===== config.mk =====
export PLATFORM = sky130hd
export DESIGN_NAME = uart_pixel_loader
export DESIGN_NICKNAME = d
export VERILOG_FILES = /design/src/rtl/uart_pixel_loader.sv
export SDC_FILE = /design/constraint.sdc
export NUM_CORES = 1
export LEC_CHECK = 0
export ABC_AREA = 1
export BUFFER_PORTS_ARGS = -buffer_cell sky130_fd_sc_hd__buf_2
export CORE_MARGIN = 2
export CORE_UTILIZATION = 30
export CTS_BUF_LIST = sky130_fd_sc_hd__clkbuf_8 sky130_fd_sc_hd__clkbuf_16
export CTS_CLUSTER_SIZE = 25
export DETAILED_ROUTE_END_ITERATION = 16
export SYNTH_ARGS = -nofsm -noshare
export SYNTH_HDL_FRONTEND = slang
export SYNTH_SLANG_ARGS = --single-unit

===== constraint.sdc =====
create_clock -name clk -period 7.9 [get_ports clk]
set_input_delay 1.185 -clock clk [delete_from_list [all_inputs] [get_ports clk]]
set_output_delay 1.185 -clock clk [all_outputs]
set_load 0.02 [all_outputs]

===== src/rtl/uart_pixel_loader.sv =====
// uart_pixel_loader: clears SDRAM pages at power-up, then loads frames of UART byte pairs through a pixel FIFO
//   clk, rst                 : clock, synchronous active-high reset
//   rx_data, rx_valid        : received UART byte and its one-cycle strobe
//   load_start, page_sel     : request one frame load into page page_sel
//   FIFO_RD_req, FIFO_out    : consumer pop and first-word-fall-through head (CLEAR_COLOR while clearing)
//   FIFO_full                : FIFO level >= FILL_TH
//   startup_inc              : SDRAM accepted the current write address
//   page_set, row_add_user,
//   col_add_user             : current SDRAM write address
//   startup, load_done       : clear finished flag, frame load completion pulse
//   overflow                 : sticky, a pixel was dropped on a full FIFO
module uart_pixel_loader #(
    parameter int          H_PIX       = 800,
    parameter int          V_PIX       = 480,
    parameter int          CLEAR_PAGES = 8,
    parameter int          FIFO_DEPTH  = 8,
    parameter int          FILL_TH     = 4,
    parameter logic [15:0] CLEAR_COLOR = 16'h0000
) (
    input  logic        clk,
    input  logic        rst,
    input  logic [7:0]  rx_data,
    input  logic        rx_valid,
    input  logic        load_start,
    input  logic [2:0]  page_sel,
    input  logic        FIFO_RD_req,
    input  logic        startup_inc,
    output logic [15:0] FIFO_out,
    output logic        FIFO_full,
    output logic [2:0]  page_set,
    output logic [8:0]  row_add_user,
    output logic [9:0]  col_add_user,
    output logic        startup,
    output logic        load_done,
    output logic        overflow
);
    localparam logic [1:0] CLEAR = 2'd0;
    localparam logic [1:0] IDLE  = 2'd1;
    localparam logic [1:0] LOAD  = 2'd2;
    localparam int PW = (FIFO_DEPTH > 1) ? $clog2(FIFO_DEPTH) : 1;
    localparam int LW = $clog2(FIFO_DEPTH + 1);
    localparam logic [9:0] COL_MAX  = 10'(H_PIX - 1);
    localparam logic [8:0] ROW_MAX  = 9'(V_PIX - 1);
    localparam logic [2:0] PAGE_MAX = 3'(CLEAR_PAGES - 1);

    logic [1:0]    state;
    logic [15:0]   mem [FIFO_DEPTH];
    logic [PW-1:0] rd_ptr, wr_ptr;
    logic [LW-1:0] level;
    logic          phase;
    logic [7:0]    hi;
    logic          adv, col_end, row_end, page_end, push, pop, accept, start;

    assign adv      = startup_inc && state != IDLE;
    assign col_end  = col_add_user == COL_MAX;
    assign row_end  = row_add_user == ROW_MAX;
    assign page_end = page_set == PAGE_MAX;
    assign start    = state == IDLE && load_start;
    // Pairing is high byte first, so the second byte of a pair completes the pixel.
    assign push     = state == LOAD && rx_valid && phase;
    assign pop      = state != CLEAR && FIFO_RD_req && level != '0;
    // A same-cycle pop frees a slot, so a full FIFO can still take the word.
    assign accept   = push && (level < LW'(FIFO_DEPTH) || pop);

    assign FIFO_out  = state == CLEAR ? CLEAR_COLOR : mem[rd_ptr];
    assign FIFO_full = state != CLEAR && level >= LW'(FILL_TH);

    always_ff @(posedge clk)
        if (accept) mem[wr_ptr] <= {hi, rx_data};

    always_ff @(posedge clk) begin
        if (rst) begin
            state        <= CLEAR;
            startup      <= 1'b0;
            page_set     <= '0;
            row_add_user <= '0;
            col_add_user <= '0;
            rd_ptr       <= '0;
            wr_ptr       <= '0;
            level        <= '0;
            phase        <= 1'b0;
            hi           <= '0;
            load_done    <= 1'b0;
            overflow     <= 1'b0;
        end else begin
            load_done <= 1'b0;
            if (adv) begin
                col_add_user <= col_end ? '0 : col_add_user + 10'd1;
                if (col_end) begin
                    row_add_user <= row_end ? '0 : row_add_user + 9'd1;
                    if (row_end && state == LOAD) begin
                        state     <= IDLE;
                        load_done <= 1'b1;
                    end else if (row_end) begin
                        page_set <= page_end ? '0 : page_set + 3'd1;
                        if (page_end) begin
                            state   <= IDLE;
                            startup <= 1'b1;
                        end
                    end
                end
            end
            if (start) begin
                state        <= LOAD;
                page_set     <= page_sel;
                row_add_user <= '0;
                col_add_user <= '0;
                rd_ptr       <= '0;
                wr_ptr       <= '0;
                level        <= '0;
                phase        <= 1'b0;
            end else begin
                if (state == LOAD && rx_valid) begin
                    phase <= ~phase;
                    if (!phase) hi <= rx_data;
                end
                if (accept) wr_ptr <= wr_ptr + 1'b1;
                if (pop) rd_ptr <= rd_ptr + 1'b1;
                if (push && !accept) overflow <= 1'b1;
                level <= level + LW'(accept) - LW'(pop);
            end
        end
    end
endmodule


==> run_results.csv, run 1 <==
group,metric,value,unit
cts,clockBufferDepth,2,
cts,cts.sinks,177,
routing,drtIter0Drc,370,
cells_and_area,antenna_cells,0,
timing,fmax,250.4,MHz
timing,fin_crit_sh,50.56,%
critical_path,cp.required,6.71,ns
routing,antenna_left,0,
timing,final-hold-violation-count,0,
power,leakage,3.119,nW
cts,clk_pin_slew,0.06,ns
place,routabilityCongestion,0.8259,
timing,rsz0062_at_grt,"false",
cts,cts_root_buf,"clkbuf_16",
floorplanning,die_w,162.5,um
cells_and_area,areaGrowthSynthToFinish,16.43,%
routing,wl,16660,um
critical_path,worstPathMaxFanout,65,
synth,synthCells,737,
cells_and_area,most-common-layout-cells,"nor2_1, edfxtp_1, o21ai_0",
cts,cts-hold-fix-buffers,0,
timing,setup_viol,0,
place,dp_slack,4.328,ns
timing,fin_crit,3.994,ns
cts,cts_buffers,17,
cells_and_area,drive_gt1_share,17.00,%
cts,cts.htree.levels,4,
synth,synth_area_per_cell,10.23,sq um
critical_path,end_kind,"output port",
global_routing,grt_pass1_vias,5104,
timing,worst_pin_slew,1.098,ns
timing,tns,0,ns
synth,syn_area,7538,sq um
min_path,hold_path_class,"reg -> reg",
synth,ys_warn_count,0,
critical_path,cp-start-kind,"flop",
global_routing,grt_use_total,13.05,%
floorplanning,core-area,24890,sq um
floorplanning,pin_count,59,
place,portBuffers,58,
routing,viasPerCell,4.708,
global_routing,grt_max_degree,66,
cells_and_area,final_common_cell,"nor2_1",
global_routing,grt_remaining_overflow,0,
critical_path,cp.arrival,2.81,ns
timing,fin_skew,0.01535,ns
routing,drtPass1Iterations,5,
routing,drcViolationCount,0,
cts,clock_latency,0.43,ns
outcome,outcome,"complete, no violations",
timing,setup_ws,3.906,ns
power,power_density,207.1,nW/um^2
floorplanning,fp.dieArea,26410,sq um
place,hpwl,10190,um
floorplanning,die_y,162.5,um
synth,yosysSeqAreaShare,64.00,%
cts,cts_resized,0,
cts,post-cts-setup-buffers,0,
floorplanning,rows,58,
synth,yosys_register_bits,177,
cts,tritoncts,"built",
routing,via_count,5348,
flow_run,drv_cap,0,
global_routing,antenna_found_initial,0,
global_routing,grt_pass1_wl,26810,um
critical_path,critPathKind,"reg -> out",
timing,drv_slew,0,
timing,slew_headroom,26.77,%
cells_and_area,nets,822,
floorplanning,start_util,30.29,%
power,ir_drop,0.1521,mV
routing,post_drt_wl_per_cell,14.67,um
synth,ys_types,37,
synth,syn-num-nets,766,
-- logic make-up after synthesis --
family | Yosys count | share of synthesized area (%)
XOR/XNOR | 4 | 0.4648
buffers and inverters | 89 | 4.797
AO/OA/AOI/OAI | 142 | 10.34
flip-flops | 177 | 64.00
AND/OR/NAND/NOR | 313 | 18.31
adder cells (fa/ha/maj) | 12 | 2.091
-- metal layers --
metal / vias up / global-route usage [%] / routed length, um
met5: - / 0 / 0
met4: 0 / 3.862 / 207
met3: 15 / 3.056 / 873
met2: 125 / 21.53 / 7768
met1: 2567 / 17.14 / 7815
li1: 2641 / - / -
-- worst max-delay path: stages, from the launching register on --
cell and delay, ns:
dfxtp_2 0.31, buf_4 0.30, inv_2 0.89, o21ai_0 0.23, o21ai_0 0.12, o21ai_0 0.09, nor2_1 0.21, buf_2 0.20
-- sequential cells by signal, summed over array words and instances, names as in the netlist, named ones only --
name / cells
state: 2
hi: 8
wr_ptr: 3
page_set: 3
row_add_user: 9
rd_ptr: 3
startup: 1
phase: 1
level: 4
col_add_user: 10
overflow: 1
load_done: 1
mem: 128
-- cells in the mapped netlist --
| cell | n | share of area (%) |
|---|---|---|
| clkbuf_1 | 15 | 0.75 |
| nand2_4 | 2 | 0.30 |
| buf_6 | 2 | 0.30 |
| nor2_4 | 4 | 0.60 |
| o22ai_1 | 2 | 0.17 |
| nor3b_2 | 1 | 0.17 |
| and3_1 | 1 | 0.083 |
| nand3_1 | 22 | 1.5 |
| o21ai_1 | 10 | 0.66 |
| inv_2 | 6 | 0.30 |
| nor3_4 | 1 | 0.22 |
| buf_2 | 10 | 0.66 |
| nor4_2 | 2 | 0.33 |
| dfxtp_1 | 49 | 13 |
| nand3_2 | 3 | 0.40 |
| nor3_1 | 7 | 0.46 |
| buf_1 | 3 | 0.15 |
| a31oi_1 | 1 | 0.083 |
| or2_2 | 3 | 0.25 |
| nor4_1 | 1 | 0.083 |
| a21oi_1 | 21 | 1.4 |
| nand2_1 | 61 | 3.0 |
| o21bai_1 | 2 | 0.20 |
| edfxtp_1 | 128 | 51 |
| nor2_1 | 184 | 9.2 |
| o21ai_0 | 90 | 6.0 |
| fa_1 | 1 | 0.27 |
| xor2_1 | 3 | 0.35 |
| or2_1 | 1 | 0.083 |
| inv_1 | 53 | 2.6 |
| o32ai_1 | 16 | 1.9 |
| nor2_2 | 5 | 0.41 |
| xnor2_1 | 1 | 0.12 |
| nor3b_1 | 1 | 0.10 |
| nand2_2 | 6 | 0.50 |
| ha_1 | 11 | 1.8 |
| nand4_1 | 8 | 0.66 |
-- stage by stage --
step | total power (W) | instance area [sq um] | hold slack [ns] | util (%) | std cells
finish | 0.001818 | 8777 | 0.4533 | 35.26 | 1136
global route | 0.001874 | 8777 | 0.4773 | 35.26 | 1136
CTS | 0.001837 | 8777 | 0.4520 | 35.26 | 1136
detailed placement | 0.001034 | 8212 | 0.4335 | 32.99 | 1104
global placement | 0.001034 | 8212 | 0.4312 | 32.99 | 1104
floorplan | 0.001021 | 7538 | 0.4117 | - | 737
-- final cells by class --
type                            instances  area (sq um)
Inverter                               59         221.5
Tap cell                              330         412.9
Timing Repair Buffer                   67         357.8
Clock buffer                           17         425.4
Clock inverter                         15         140.1
Sequential cell                       177          4827
Fill cell                            2483         16110
Multi-Input combinational cell        471          2392
-- worst paths after layout --
check	from	to	depth (start not counted)	slack, ns
setup / recovery	flop	FIFO_out[0]	7	3.91
hold / removal	rd_ptr[2]	flop	1	0.45
setup reg to reg	state[0]	level[2]	12	5.18
hold reg to reg	rd_ptr[2]	flop	1	0.45
-- report_power, final --
group | switching, W | total [W] | internal (W)
clock network | 0.000386 | 0.000804 | 0.000418
registers | 0.00000158 | 0.000990 | 0.000988
logic | 0.0000174 | 0.0000237 | 0.00000633
total | 0.000405 | 0.00182 | 0.00141
Power figures use the tool's default switching activity.
==> inputs of run 2 (changes only) <==
==> constraint.sdc (replaced) <==
create_clock -name clk -period 3.49 [get_ports clk]
set_input_delay 0.5235 -clock clk [delete_from_list [all_inputs] [get_ports clk]]
set_output_delay 0.5235 -clock clk [all_outputs]
set_load 0.02 [all_outputs]
==> run 2 against run 1 <==
Routed wire length up 2.0%. Clock-buffer cell count stayed put. Critical path depth fell by 1. Critical endpoint is now FIFO_out[15]. Highest routed layer unchanged. Clock skew is 0.00055 ns lower. Total power grew 140%. Clock power rose by 150%.
==> run_results.csv, run 2 (synthesis results as in run 1) <==
group,metric,value,unit
timing,fin_skew,0.01480,ns
routing,wl,17000,um
cts,cts_buffers,17,
floorplanning,rows,58,
critical_path,cp-start-kind,"flop",
critical_path,cp.required,2.97,ns
place,routabilityCongestion,0.8161,
global_routing,grt_max_degree,53,
flow_run,drv_cap,0,
cells_and_area,fin_util,35.65,%
cells_and_area,most-common-layout-cells,"nor2_1, edfxtp_1, o21ai_0",
global_routing,met2_usage,21.84,%
cells_and_area,nets,826,
min_path,min_path_cells,2,
min_path,min_to,"startup",
cells_and_area,largest_register_ffs,128,
power,power_density,482.6,nW/um^2
timing,drv_slew,0,
place,dp_slack,0.8729,ns
global_routing,grt_util_met3,3.514,%
critical_path,cp.arrival,2.39,ns
global_routing,grt_pass1_wl,27520,um
cts,cts_root_buf,"clkbuf_16",
routing,drcViolationCount,0,
cells_and_area,final_common_cell,"nor2_1",
timing,worst_pin_slew,0.8919,ns
cts,clk_pin_slew,0.07,ns
min_path,min_from,"rst",
routing,via_count,5363,
timing,final-hold-violation-count,0,
cells_and_area,final_area,8875,sq um
outcome,outcome,"complete, no violations",
cts,post-cts-setup-buffers,0,
min_path,hold_path_class,"in -> reg",
cells_and_area,finalNonFillerCells,1140,
place,placed_cells,1108,
timing,tns,0,ns
cts,cts-hold-fix-buffers,0,
timing,slew_headroom,40.54,%
cts,tritoncts,"built",
cts,cts.sinks,177,
floorplanning,start_util,30.29,%
critical_path,ff2ff_setup_slack,0.84,ns
critical_path,end_kind,"output port",
routing,post_drt_wl_per_cell,14.91,um
floorplanning,core-area,24890,sq um
critical_path,rr_startpoint,"state[0]",
global_routing,grt_pass1_vias,5148,
floorplanning,pin_count,59,
global_routing,grt_use_total,13.45,%
global_routing,grtUsageMet1,17.98,%
power,ir_drop,0.2722,mV
critical_path,r2r_cells,12,
timing,setup_ws,0.5780,ns
timing,fmax,343.4,MHz
routing,drtPass1Iterations,5,
timing,fin_crit,2.912,ns
cts,clock_latency,0.43,ns
global_routing,grt_remaining_overflow,0,
power,leakage,3.173,nW
timing,rsz0062_at_grt,"false",
timing,setup_viol,0,
global_routing,antenna_found_initial,0,
cells_and_area,regMostFlops,"mem",
floorplanning,fp.dieArea,26410,sq um
cells_and_area,areaGrowthSynthToFinish,17.73,%
cts,cts.htree.levels,4,
cts,cts_resized,0,
cells_and_area,antenna_cells,0,
routing,drtIter0Drc,455,
floorplanning,die_w,162.5,um
critical_path,worstPathMaxFanout,47,
floorplanning,die_y,162.5,um
global_routing,busiest_layer,"met2",
cts,clockBufferDepth,2,
timing,fin_crit_sh,83.44,%
cells_and_area,reg_top3,"mem (128), col_add_user (10), row_add_user (9)",
place,placed_area,8254,sq um
cells_and_area,drive_gt1_share,17.53,%
place,hpwl,10810,um
place,portBuffers,58,
cells_and_area,fillers,2487,
critical_path,critPathKind,"reg -> out",
routing,antenna_left,0,
routing,viasPerCell,4.704,
critical_path,r2r-end,"level[2]",
run 2: cell types whose count changed in the layout (fill, tap and decap cells not counted):
cell | before | now
buf_4 | 9 | 12
bufinv_16 | 0 | 3
buf_12 | 0 | 1
clkinv_1 | 1 | 0
clkinv_2 | 1 | 2
clkinv_8 | 2 | 1
inv_6 | 6 | 5
inv_8 | 3 | 2
run 2: worst max-delay path by stage:
stage | to | depth (start not counted) | start | slack, ns
2_1_floorplan | mem[5][0] | 6 | state[1] | 0.99
3_3_place_gp | level[2] | 12 | state[0] | 0.94
3_5_place_dp | level[2] | 12 | state[0] | 0.87
4_1_cts | FIFO_out[14] | 6 | flop | 0.57
5_1_grt | FIFO_out[15] | 6 | flop | 0.33
6_report | FIFO_out[15] | 6 | flop | 0.58
run 2: layer usage:
layer,part of all wire [%],routed length [um]
met1,47,7939
met2,47,8043
met3,5.2,880
met4,0.79,134
met5,0,0
run 2: stage by stage:
step	power, W	hold WS [ns]
floorplan	0.002310	0.4117
global placement	0.002341	0.4273
detailed placement	0.002340	0.4300
CTS	0.004320	0.3007
global route	0.004409	0.3159
finish	0.004283	0.3201
run 2: critical path, cell delays in order, from the launching register on:
cell     delay [ns]
dfxtp_2        0.91
buf_4          0.36
o21ai_0        0.12
o32ai_1        0.13
nor2_1         0.06
nor2_1         0.17
buf_2          0.20
run 2: report_power, final:
| group | total [W] | internal, W | switching (W) |
|---|---|---|---|
| Combinational | 0.0000528 | 0.0000143 | 0.0000385 |
| Clock | 0.00199 | 0.00115 | 0.000840 |
| Sequential | 0.00224 | 0.00224 | 0.00000338 |
| Total | 0.00428 | 0.00340 | 0.000882 |
run 2: final cells by class:
| class | instances | area (sq um) | area share (%) |
|---|---|---|---|
| sequential | 177 | 4827 | 54.39 |
| multi-input combinational | 471 | 2392 | 26.96 |
| clock buffer | 17 | 425.4 | 4.793 |
| tap | 330 | 412.9 | 4.652 |
| timing repair buffer | 71 | 400.4 | 4.511 |
| inverter | 59 | 221.5 | 2.495 |
| clock inverter | 15 | 195.2 | 2.199 |
==> inputs of run 3 (changes only) <==
==> constraint.sdc (replaced) <==
create_clock -name clk -period 2.4 [get_ports clk]
set_input_delay 0.36 -clock clk [delete_from_list [all_inputs] [get_ports clk]]
set_output_delay 0.36 -clock clk [all_outputs]
set_load 0.02 [all_outputs]
==> run 3 against run 2 <==
Design area grew 0.86%. Critical path depth down 2. Via count rose by 0.50%. Utilization grew 0.31 points. Combinational power up 44%. Setup slack got worse by 0.43 ns. Flip-flop and latch count unchanged.
==> run_results.csv, run 3 (synthesis results as in run 1) <==
group,metric,value,unit
place,portBuffers,58,
routing,viasPerCell,4.683,
timing,slew_headroom,56.05,%
routing,antenna_left,0,
power,leakage,3.209,nW
routing,wl,16930,um
power,ir_drop,0.4037,mV
floorplanning,core-area,24890,sq um
routing,drcViolationCount,0,
power,power_density,679.0,nW/um^2
cts,clock_latency,0.42,ns
cells_and_area,fin_util,35.96,%
cts,clk_pin_slew,0.07,ns
timing,worst_pin_slew,0.6585,ns
routing,drtIter0Drc,295,
timing,fmax,444.2,MHz
place,hpwl,10380,um
routing,via_count,5390,
global_routing,antenna_found_initial,1,
critical_path,critPathKind,"reg -> out",
global_routing,grt_pass1_vias,5194,
cells_and_area,fillers,2467,
global_routing,grt_remaining_overflow,0,
critical_path,r2r-end,"level[2]",
floorplanning,die_w,162.5,um
min_path,min_path_cells,2,
cells_and_area,drive_gt1_share,18.19,%
floorplanning,fp.dieArea,26410,sq um
floorplanning,pin_count,59,
critical_path,cp.arrival,1.89,ns
cells_and_area,nets,835,
critical_path,cp-start-kind,"flop",
cts,cts_root_buf,"clkbuf_16",
routing,drtPass1Iterations,5,
cells_and_area,areaGrowthSynthToFinish,18.74,%
cells_and_area,largest_register_ffs,128,
critical_path,ff2ff_setup_slack,0.25,ns
outcome,outcome,"complete, no violations",
timing,fin_crit,2.251,ns
routing,post_drt_wl_per_cell,14.71,um
floorplanning,die_y,162.5,um
cts,cts.htree.levels,4,
cells_and_area,regMostFlops,"mem",
floorplanning,rows,58,
timing,final-hold-violation-count,0,
cells_and_area,most-common-layout-cells,"nor2_1, edfxtp_1, o21ai_0",
critical_path,r2r_cells,13,
critical_path,end_kind,"output port",
place,routabilityCongestion,0.7913,
cts,cts-hold-fix-buffers,0,
global_routing,grt_pass1_wl,27300,um
timing,tns,0,ns
cells_and_area,final_common_cell,"nor2_1",
timing,drv_slew,0,
cts,cts.sinks,177,
global_routing,grt_use_total,13.40,%
critical_path,cp.required,2.04,ns
timing,setup_viol,0,
flow_run,drv_cap,0,
min_path,min_to,"state[1]",
cts,cts_buffers,17,
critical_path,rr_startpoint,"level[2]",
cts,tritoncts,"built",
place,placed_area,8314,sq um
timing,fin_skew,0.01112,ns
min_path,hold_path_class,"in -> reg",
cells_and_area,final_area,8951,sq um
floorplanning,start_util,30.29,%
cts,clockBufferDepth,2,
timing,fin_crit_sh,93.80,%
critical_path,worstPathMaxFanout,16,
min_path,min_from,"rst",
cells_and_area,reg_top3,"mem (128), col_add_user (10), row_add_user (9)",
global_routing,grt_max_degree,43,
run 3: cell count changes in the layout (fill, tap and decap cells not counted), moves of 2 or more:
| cell | delta |
|---|---|
| buf_6 | +2 |
| diode_2 | +2 |
| clkinvlp_4 | +2 |
| clkinv_2 | -2 |
| buf_4 | +5 |
| inv_1 | +2 |
run 3: how the worst max path moves through the flow:
stage,endpoint,start,slack [ns]
4_1_cts,FIFO_out[0],flop,0.007
3_5_place_dp,level[2],level[2],0.24
6_report,FIFO_out[0],flop,0.15
5_1_grt,FIFO_out[5],flop,-0.00007
2_1_floorplan,mem[5][0],state[1],-0.10
3_3_place_gp,level[2],level[3],0.26
run 3: final cells by class:
class	count	area [sq um]	share of cell area, %
Antenna cell	2	5.005	0.05591
Clock inverter	15	156.4	1.747
Clock buffer	17	425.4	4.753
Timing Repair Buffer	80	505.5	5.647
Tap cell	330	412.9	4.613
Inverter	59	221.5	2.474
Sequential cell	177	4830	53.96
Multi-Input combinational cell	471	2395	26.75
run 3: stage by stage:
stage	total power [W]	hold WS [ns]	setup slack, ns	instances
finish	0.006078	0.1514	0.1487	1151
global route	0.006254	0.1731	-0.00006861	1149
CTS	0.006124	0.1285	0.006680	1146
detailed placement	0.003404	0.4312	0.2448	1114
global placement	0.003403	0.4335	0.2631	1114
floorplan	0.003360	0.4117	-0.1031	737
run 3: critical path, cell delays in order, from the launching register on:
cell and delay (ns):
dfxtp_1 0.31, inv_1 0.48, o21ai_0 0.21, nor2_1 0.25
buf_2 0.21
run 3: layer usage:
metal	share of wire (%)	up-vias	global-route usage (%)
met5	0	-	0
met4	1.1	0	3.419
met3	6.5	20	3.692
met2	46	139	22.15
met1	46	2563	17.45
li1	-	2668	-
run 3: timing repair:
| item | in CTS | in global routing |
|---|---|---|
| resized for setup | 0 | 4 |
| endpoints found under the setup margin | 0 | 10 |
| setup buffers | 0 | 2 |
run 3: power by group:
part / internal (W) / switching (W) / total, W
clock network: 0.00155 / 0.00120 / 0.00274
registers: 0.00325 / 0.00000553 / 0.00326
logic: 0.0000219 / 0.0000539 / 0.0000759
total: 0.00482 / 0.00126 / 0.00608
